File: src/rtl/quant_pkg.sv
// Shared constants and types for the runtime-QP quantization stage.
// The MF table pairs with a shift of SHIFT_BASE + qp/6 to form the per-block quant step.
package quant_pkg;

  localparam int unsigned SHIFT_BASE = 19;
  localparam int unsigned QP_MAX     = 51;
  localparam int unsigned PROD_W     = 33;

  localparam logic [14:0] MF_TABLE [6] = '{
    15'd26214, 15'd23302, 15'd20560, 15'd18396, 15'd16384, 15'd14564
  };

  typedef enum logic [1:0] {IDLE, RUN, DRAIN} qstate_t;

  typedef logic [5:0]               idx_t;
  typedef logic signed [15:0]       level_t;
  typedef logic signed [PROD_W-1:0] prod_t;

  // f_idx is always qp % 6; out-of-range codes fall back to entry 0.
  function automatic logic [14:0] mf_lookup(input logic [2:0] f_idx);
    return (f_idx < 3'd6) ? MF_TABLE[f_idx] : MF_TABLE[0];
  endfunction

endpackage

File: src/rtl/quant_round_shift.sv
// Stage-2 arithmetic: arithmetic right shift of the product with rounding half away from zero.
// Purely combinational; the result is truncated to WIDTH.
module quant_round_shift
  import quant_pkg::*;
#(
  parameter int unsigned WIDTH = 16
) (
  input  prod_t                   prod,
  input  logic [4:0]              shift,
  output logic signed [WIDTH-1:0] q
);

  logic [PROD_W-1:0] half;
  logic [PROD_W-1:0] low_mask;
  prod_t             shifted;
  logic              round_bit;
  logic              sticky;
  logic              inc;

  always_comb begin
    half      = PROD_W'(1) << (shift - 5'd1);
    low_mask  = half - PROD_W'(1);
    shifted   = prod >>> shift;
    round_bit = |(prod & half);
    sticky    = |(prod & low_mask);
    // Floor already moves negatives away from zero; only an above-half remainder rounds back up.
    inc       = prod[PROD_W-1] ? (round_bit & sticky) : round_bit;
    q         = WIDTH'(shifted + {{(PROD_W-1){1'b0}}, inc});
  end

endmodule

File: src/rtl/quant_stage_ctrl.sv
// Block-level quantizer controller: latches QP per 8x8 block and streams 64 coefficients
// through a 2-stage multiply / round-shift pipeline with valid/ready on both sides.
module quant_stage_ctrl #(
  parameter int unsigned WIDTH  = 16,
  parameter int unsigned NCOEF  = 64,
  parameter int unsigned QP_MAX = quant_pkg::QP_MAX
) (
  input  logic                    clk,
  input  logic                    rst,
  input  logic                    start,
  input  logic                    clr,
  input  logic [5:0]              qp,
  input  logic                    s_valid,
  input  logic signed [WIDTH-1:0] s_data,
  output logic                    s_ready,
  output logic                    m_valid,
  output logic signed [WIDTH-1:0] m_data,
  output quant_pkg::idx_t         m_idx,
  output logic                    m_last,
  input  logic                    m_ready,
  output logic                    busy,
  output logic                    done
);

  localparam quant_pkg::idx_t LastIdx = quant_pkg::idx_t'(NCOEF - 1);
  localparam int unsigned     PW      = quant_pkg::PROD_W;

  quant_pkg::qstate_t state_q, state_d;
  logic [14:0]        mf_q;
  logic [4:0]         shift_q;
  quant_pkg::idx_t    in_cnt_q;
  logic               v1_q;
  quant_pkg::prod_t   prod1_q;
  quant_pkg::idx_t    idx1_q;

  logic                    pe;
  logic                    in_hs;
  logic                    out_hs;
  logic                    latch;
  logic                    done_d;
  logic [5:0]              qp_sat;
  logic [2:0]              f_idx;
  logic [4:0]              shift_new;
  quant_pkg::prod_t        prod;
  logic signed [WIDTH-1:0] q_rnd;

  always_comb begin
    pe        = !(m_valid && !m_ready);
    s_ready   = (state_q == quant_pkg::RUN) && pe;
    in_hs     = s_valid && s_ready;
    out_hs    = m_valid && m_ready;
    busy      = (state_q != quant_pkg::IDLE);
    qp_sat    = (qp > 6'(QP_MAX)) ? 6'(QP_MAX) : qp;
    f_idx     = 3'(qp_sat % 6'd6);
    shift_new = 5'(quant_pkg::SHIFT_BASE) + 5'(qp_sat / 6'd6);
    prod      = quant_pkg::prod_t'(s_data) * $signed({{(PW-15){1'b0}}, mf_q});
  end

  always_comb begin
    state_d = state_q;
    done_d  = 1'b0;
    latch   = 1'b0;
    if (clr) begin
      state_d = quant_pkg::IDLE;
    end else begin
      unique case (state_q)
        quant_pkg::IDLE: begin
          if (start) begin
            state_d = quant_pkg::RUN;
            latch   = 1'b1;
          end
        end
        quant_pkg::RUN: begin
          if (in_hs && (in_cnt_q == LastIdx)) state_d = quant_pkg::DRAIN;
        end
        quant_pkg::DRAIN: begin
          if (out_hs && m_last) begin
            state_d = quant_pkg::IDLE;
            done_d  = 1'b1;
          end
        end
        default: state_d = quant_pkg::IDLE;
      endcase
    end
  end

  quant_round_shift #(
    .WIDTH (WIDTH)
  ) u_round_shift (
    .prod  (prod1_q),
    .shift (shift_q),
    .q     (q_rnd)
  );

  always_ff @(posedge clk or posedge rst) begin
    if (rst) begin
      state_q  <= quant_pkg::IDLE;
      mf_q     <= '0;
      shift_q  <= '0;
      in_cnt_q <= '0;
      v1_q     <= 1'b0;
      prod1_q  <= '0;
      idx1_q   <= '0;
      m_valid  <= 1'b0;
      m_data   <= '0;
      m_idx    <= '0;
      m_last   <= 1'b0;
      done     <= 1'b0;
    end else begin
      state_q <= state_d;
      done    <= done_d;
      if (latch) begin
        mf_q    <= quant_pkg::mf_lookup(f_idx);
        shift_q <= shift_new;
      end
      if (clr) begin
        in_cnt_q <= '0;
        v1_q     <= 1'b0;
        m_valid  <= 1'b0;
        m_last   <= 1'b0;
      end else begin
        if (in_hs) in_cnt_q <= (in_cnt_q == LastIdx) ? '0 : in_cnt_q + 1'b1;
        // Single enable for both stages: an output stall freezes the whole pipe.
        if (pe) begin
          v1_q    <= in_hs;
          prod1_q <= prod;
          idx1_q  <= in_cnt_q;
          m_valid <= v1_q;
          m_data  <= q_rnd;
          m_idx   <= idx1_q;
          m_last  <= v1_q && (idx1_q == LastIdx);
        end
      end
    end
  end

endmodule

File: config.mk
export PLATFORM = sky130hd
export DESIGN_NAME = quant_stage_ctrl
export DESIGN_NICKNAME = d
export VERILOG_FILES = /design/src/rtl/quant_pkg.sv /design/src/rtl/quant_round_shift.sv /design/src/rtl/quant_stage_ctrl.sv
export SDC_FILE = /design/constraint.sdc
export NUM_CORES = 1
export LEC_CHECK = 0
export CORE_AREA = 2 2 154 217
export CTS_CLUSTER_SIZE = 8
export DETAILED_ROUTE_END_ITERATION = 10
export DIE_AREA = 0 0 156 219
export DONT_BUFFER_PORTS = 1
export PLACE_DENSITY = 0.71
export SYNTH_ARGS = -nofsm -noshare
export SYNTH_HDL_FRONTEND = slang
export SYNTH_SLANG_ARGS = --single-unit
File: constraint.sdc
create_clock -name clk -period 7.8 [get_ports clk]
set_input_delay 2.34 -clock clk [delete_from_list [all_inputs] [get_ports clk]]
set_output_delay 2.34 -clock clk [all_outputs]
set_load 0.03 [all_outputs]
# == Yosys cells after proc, flatten, opt, wreduce, memory -nomap -nowiden ==
# Memories as Yosys holds them, arrays and structs flattened.
# Index checks and enable logic that the tools add are counted.
# word_totals
elab_cells,81
mem_bits_ro,120
in_bits,28
output_inout_bits,27
register_bits,93
memories,1
# memory_table
name,depth,word_bits,rd,rd_clocked_by_memory_dff,write_ports,line_no,source
(no name shown),8,15,1,0,0,quant_pkg.sv:21,return (f_idx < 3'd6) ? MF_TABLE[f_idx] : MF_TABLE[0];
# op_classes
bitwise_logic,6
n_eq_ne,8
n_mux,25
reduce_logical,16
shift,2
order_cmp,3
add_sub_neg,5
multipliers,1
n_div,2
# op_table
operator,count
$and A33 B33 Y33,2
$reduce_or A33 Y1,2
$mux W15,3
$shl A1 B5 Y33 const A,1
$sshr A33 B5 Y16,1
$sub A33 B1 Y33 const B,1
$mul A16 B16 Y32,1
$mux W6,4
$add A16 B1 Y16,1
$mux W1,13
$eq A6 B6 Y1 const B,2
$mux W2,4
$logic_and A1 B1 Y1,7
$add A6 B1 Y6 const B,1
$div A6 B3 Y6 const B,1
$gt A6 B6 Y1 const B,1
$mod A6 B3 Y6 const B,1
$ne A3 B3 Y1 const B,2
$pmux W2 S3,1
$add A5 B5 Y5 const A,1
$sub A5 B1 Y5 const B,1
$ge A4 B4 Y1 const B,1
$not A3 Y4,1
$reduce_bool A2 Y1,2
other kinds (11),13

# == Longest topological paths before layout ==
# depth
ltp_word,9
mapped_depth,23
ltp_nobuf,20

# == By module ==
# From an unflattened synthesis, not the netlist that was laid out.
# unflattened
cells_unflattened,1808
area_unflattened_um2,16151.7
# by_module_without_submodules
mod,area_each_um2,seq_area_each_um2,n_inst,cells_each
quant_stage_ctrl,12647.1,2227.1,1,1371
quant_round_shift,3504.6,0.0,1,437

# == Worst setup path before layout ==
# OpenSTA, ideal clock, no wires.
# synth_path
path_type,input to register
startpoint,in s_data[15]
endpoint,reg prod1_q[30]
stages,19
n_path_buf,2
setup_ps,124
slack_ps,-438
required_time_ps,7676
arrival_ps,8114
cell_sequence,clkbuf_1 > nand2_1 > inv_1 > fa_1 > fa_1 > inv_1 > fa_1 > fa_1 > inv_1 > fa_1 > fa_1 > ha_1 > clkbuf_1 > and4_1 > a211oi_2 > o21ai_1 > a2111oi_1 > nor4_1 > o31a_1
# synth_between
elab_chain_cells,1
# synth_lines
element,line_no,source
"start, declared",quant_stage_ctrl.sv:14,"input logic signed [WIDTH-1:0] s_data,"
$mul A16 B16 Y32,quant_stage_ctrl.sv:56,"prod = quant_pkg::prod_t'(s_data) * $signed({{(PW-15){1'b0}}, mf_q});"
"end signal, assigned",quant_stage_ctrl.sv:126,prod1_q <= prod;
"end, declared",quant_stage_ctrl.sv:33,quant_pkg::prod_t prod1_q;
# Every way passes these cells.
# A chain may end at the register's enable or synchronous reset.

# == Final worst setup path ==
# layout_path
startpoint,in s_data[6]
endpoint,reg prod1_q[30]
# Same word-level chain as after synthesis.

==> metrics.yaml <==
cts-hold-fix-buffers: 0
cts_resized: 0
io_buffers: 0
synth.most_common_cell: "nand2_1"
max_cap_viol_count: 0
clockBufferDepth: 2
antenna_found_initial: 0
synth_seq_cells: 89
rsz0062_at_grt: "no"
grt_remaining_overflow: 0
grt_first_pass_wirelength_um: 68800
ys_types: 92
gp_congestion: 0.995
finalSetupViolations: 0
maxSlewHeadroom_pct: 41.1
htreeDepth: 3
wl_um: 42400
yosys_warnings: 0
drive_gt1_share_pct: 9.88
layout.cells.non_filler: 2091
synth_enable_flop_cells: 0
cts_tree: "done"
synthesis.area_um2: 15900
io_pins: 55
synthToLayoutAreaGrowth_pct: 3.96
die_area_um2: 34200
avgViaCountPerCell: 5.97
die_w_um: 156
ant_nets: 0
startpoint_type: "primary input"
synth_async_sr_flop_share_pct: 100
end_kind: "register"
grt_usage_pct: 25.6
synth_top_cell_by_area: "fa_1"
clk_root_buffer_cell: "clkbuf_16"
tightest_slew_ns: 0.882
yosysSeqAreaShare_pct: 14.0
min_period_ns: 7.59
wire_per_inst_um: 20.3
finalClockSkew_ns: 0.0141
cts_setup_buffers: 0
clk-insertion-delay-late_ns: 0.36
dp_cells: 2075
synth_common_cells: "nand2_1, fa_1, inv_1"
nFillCells: 2934
hold_depth: 1
vias: 12493
clkSinkCount: 89
r2r_cells: 19
status: "complete, no violations"
worstHoldStart: "state_q[0]"
antennaDiodeCount: 0
synthCells: 1746
min_to: "done"
critPathKind: "in2reg"
ff2ff_setup_slack_ns: 1.29
reg2reg_to: "prod1_q[30]"
hold_viol: 0
drc: 0
drtIter0Drc: 817
syn_avg_cell_area_um2: 9.13
r2r-start: "mf_q[8]"
synth_ff_type: "dfrtp_1"
clk_pin_slew_worst_paths_ns: 0.08
cp_data_arrival_time_ns: 7.83
dp_hpwl_um: 33900
grt_pass1_vias: 13005
grt_max_degree: 66
start_util_pct: 49.7
ys_top_cells_by_area: "fa_1, dfrtp_1, ha_1"
worstPathRequired_ns: 8.04
synth_top_area_share_pct: 27.4
finalMaxSlewViolations: 0
firstDrtPassIters: 7
finalNetCount: 2048
critPathMaxFanout: 13
fp.coreArea_um2: 32100
cts_made_buffers: 9
fin_crit_sh_pct: 97.3
die_y_um: 219
max_freq_mhz: 132
syn_nets: 2108
rows: 78
worstHoldPathType: "reg2reg"
-- routing by layer --
metal / GRT usage (%) / part of all wire, % / vias up
li1: - / - / 5693
met1: 29.7 / 37 / 6201
met2: 46.0 / 52 / 460
met3: 2.55 / 4.8 / 139
met4: 14.7 / 6.2 / 0
met5: 0 / 0 / -
-- logic make-up after synthesis --
logic type / share of synthesized area, %
flops: 14.0
simple gates: 18.1
compound gates: 12.2
xor+xnor: 2.47
mux: 8.10
fa+ha+maj: 36.5
buf+inv: 8.63
-- registers in the layout, summed over array words and instances (netlist names) --
register	cells
m_data	16
v1_q	1
state_q	2
m_last	1
mf_q	13
prod1_q	31
m_valid	1
idx1_q	6
m_idx	6
shift_q	5
done	1
in_cnt_q	6
-- critical path, stage by stage --
cell	delay, ns
and2_1	0.16
fa_1	0.50
fa_1	0.50
inv_1	0.06
fa_1	0.55
fa_1	0.56
inv_1	0.05
fa_1	0.55
fa_1	0.45
ha_4	0.24
and4_1	0.19
and2_1	0.18
and4_1	0.22
a211oi_2	0.35
o21ai_2	0.11
a2111oi_2	0.42
nor4_1	0.12
o31a_1	0.29
-- layout by cell type, fill, tap and decap left out, types with 34 or more instances in the layout --
master and instances:
buf_4 40, nand3_1 34, o21ai_0 65, a21oi_1 50, ha_1 111, dfrtp_1 86, and2_1 139, nor2_1 68
inv_1 206, nand2_1 230, fa_1 214
-- stage by stage --
step | hold WS (ns) | util, % | setup WS [ns] | TNS (ns) | area [um^2]
after floorplan | 0.446 | - | -0.0354 | -0.0354 | 16100
after global placement | 0.477 | 50.7 | -0.0196 | -0.0196 | 16300
after detailed placement | 0.474 | 50.7 | -0.135 | -0.135 | 16300
after CTS | 0.486 | 51.6 | 0.246 | 0 | 16600
after global routing | 0.506 | 51.6 | 0.0259 | 0 | 16600
final | 0.489 | 51.6 | 0.208 | 0 | 16600
-- final cells by class --
cell class	instances	area (um^2)	share of cell area [%]
clock buffer	10	239	1.44
clock inverter	6	50.0	0.302
inverter	214	807	4.87
multi-input combinational	1332	12400	75.1
sequential	89	2230	13.5
tap	400	500	3.02
timing repair buffer	40	300	1.81
-- worst max path at each step --
stage          startpoint          end  slack (ns)  cells past startpoint
4_1_cts         s_data[6]  prod1_q[30]        0.25                     18
3_5_place_dp    s_data[6]  prod1_q[30]       -0.14                     18
6_report        s_data[6]  prod1_q[30]        0.21                     18
5_1_grt        s_data[15]  prod1_q[30]        0.03                     19
3_3_place_gp    s_data[5]  prod1_q[30]       -0.02                     19
2_1_floorplan  s_data[12]  prod1_q[30]       -0.04                     21
Power is not shown: default switching activity piles up to over one toggle a cycle in this logic, so the estimate is an artifact.
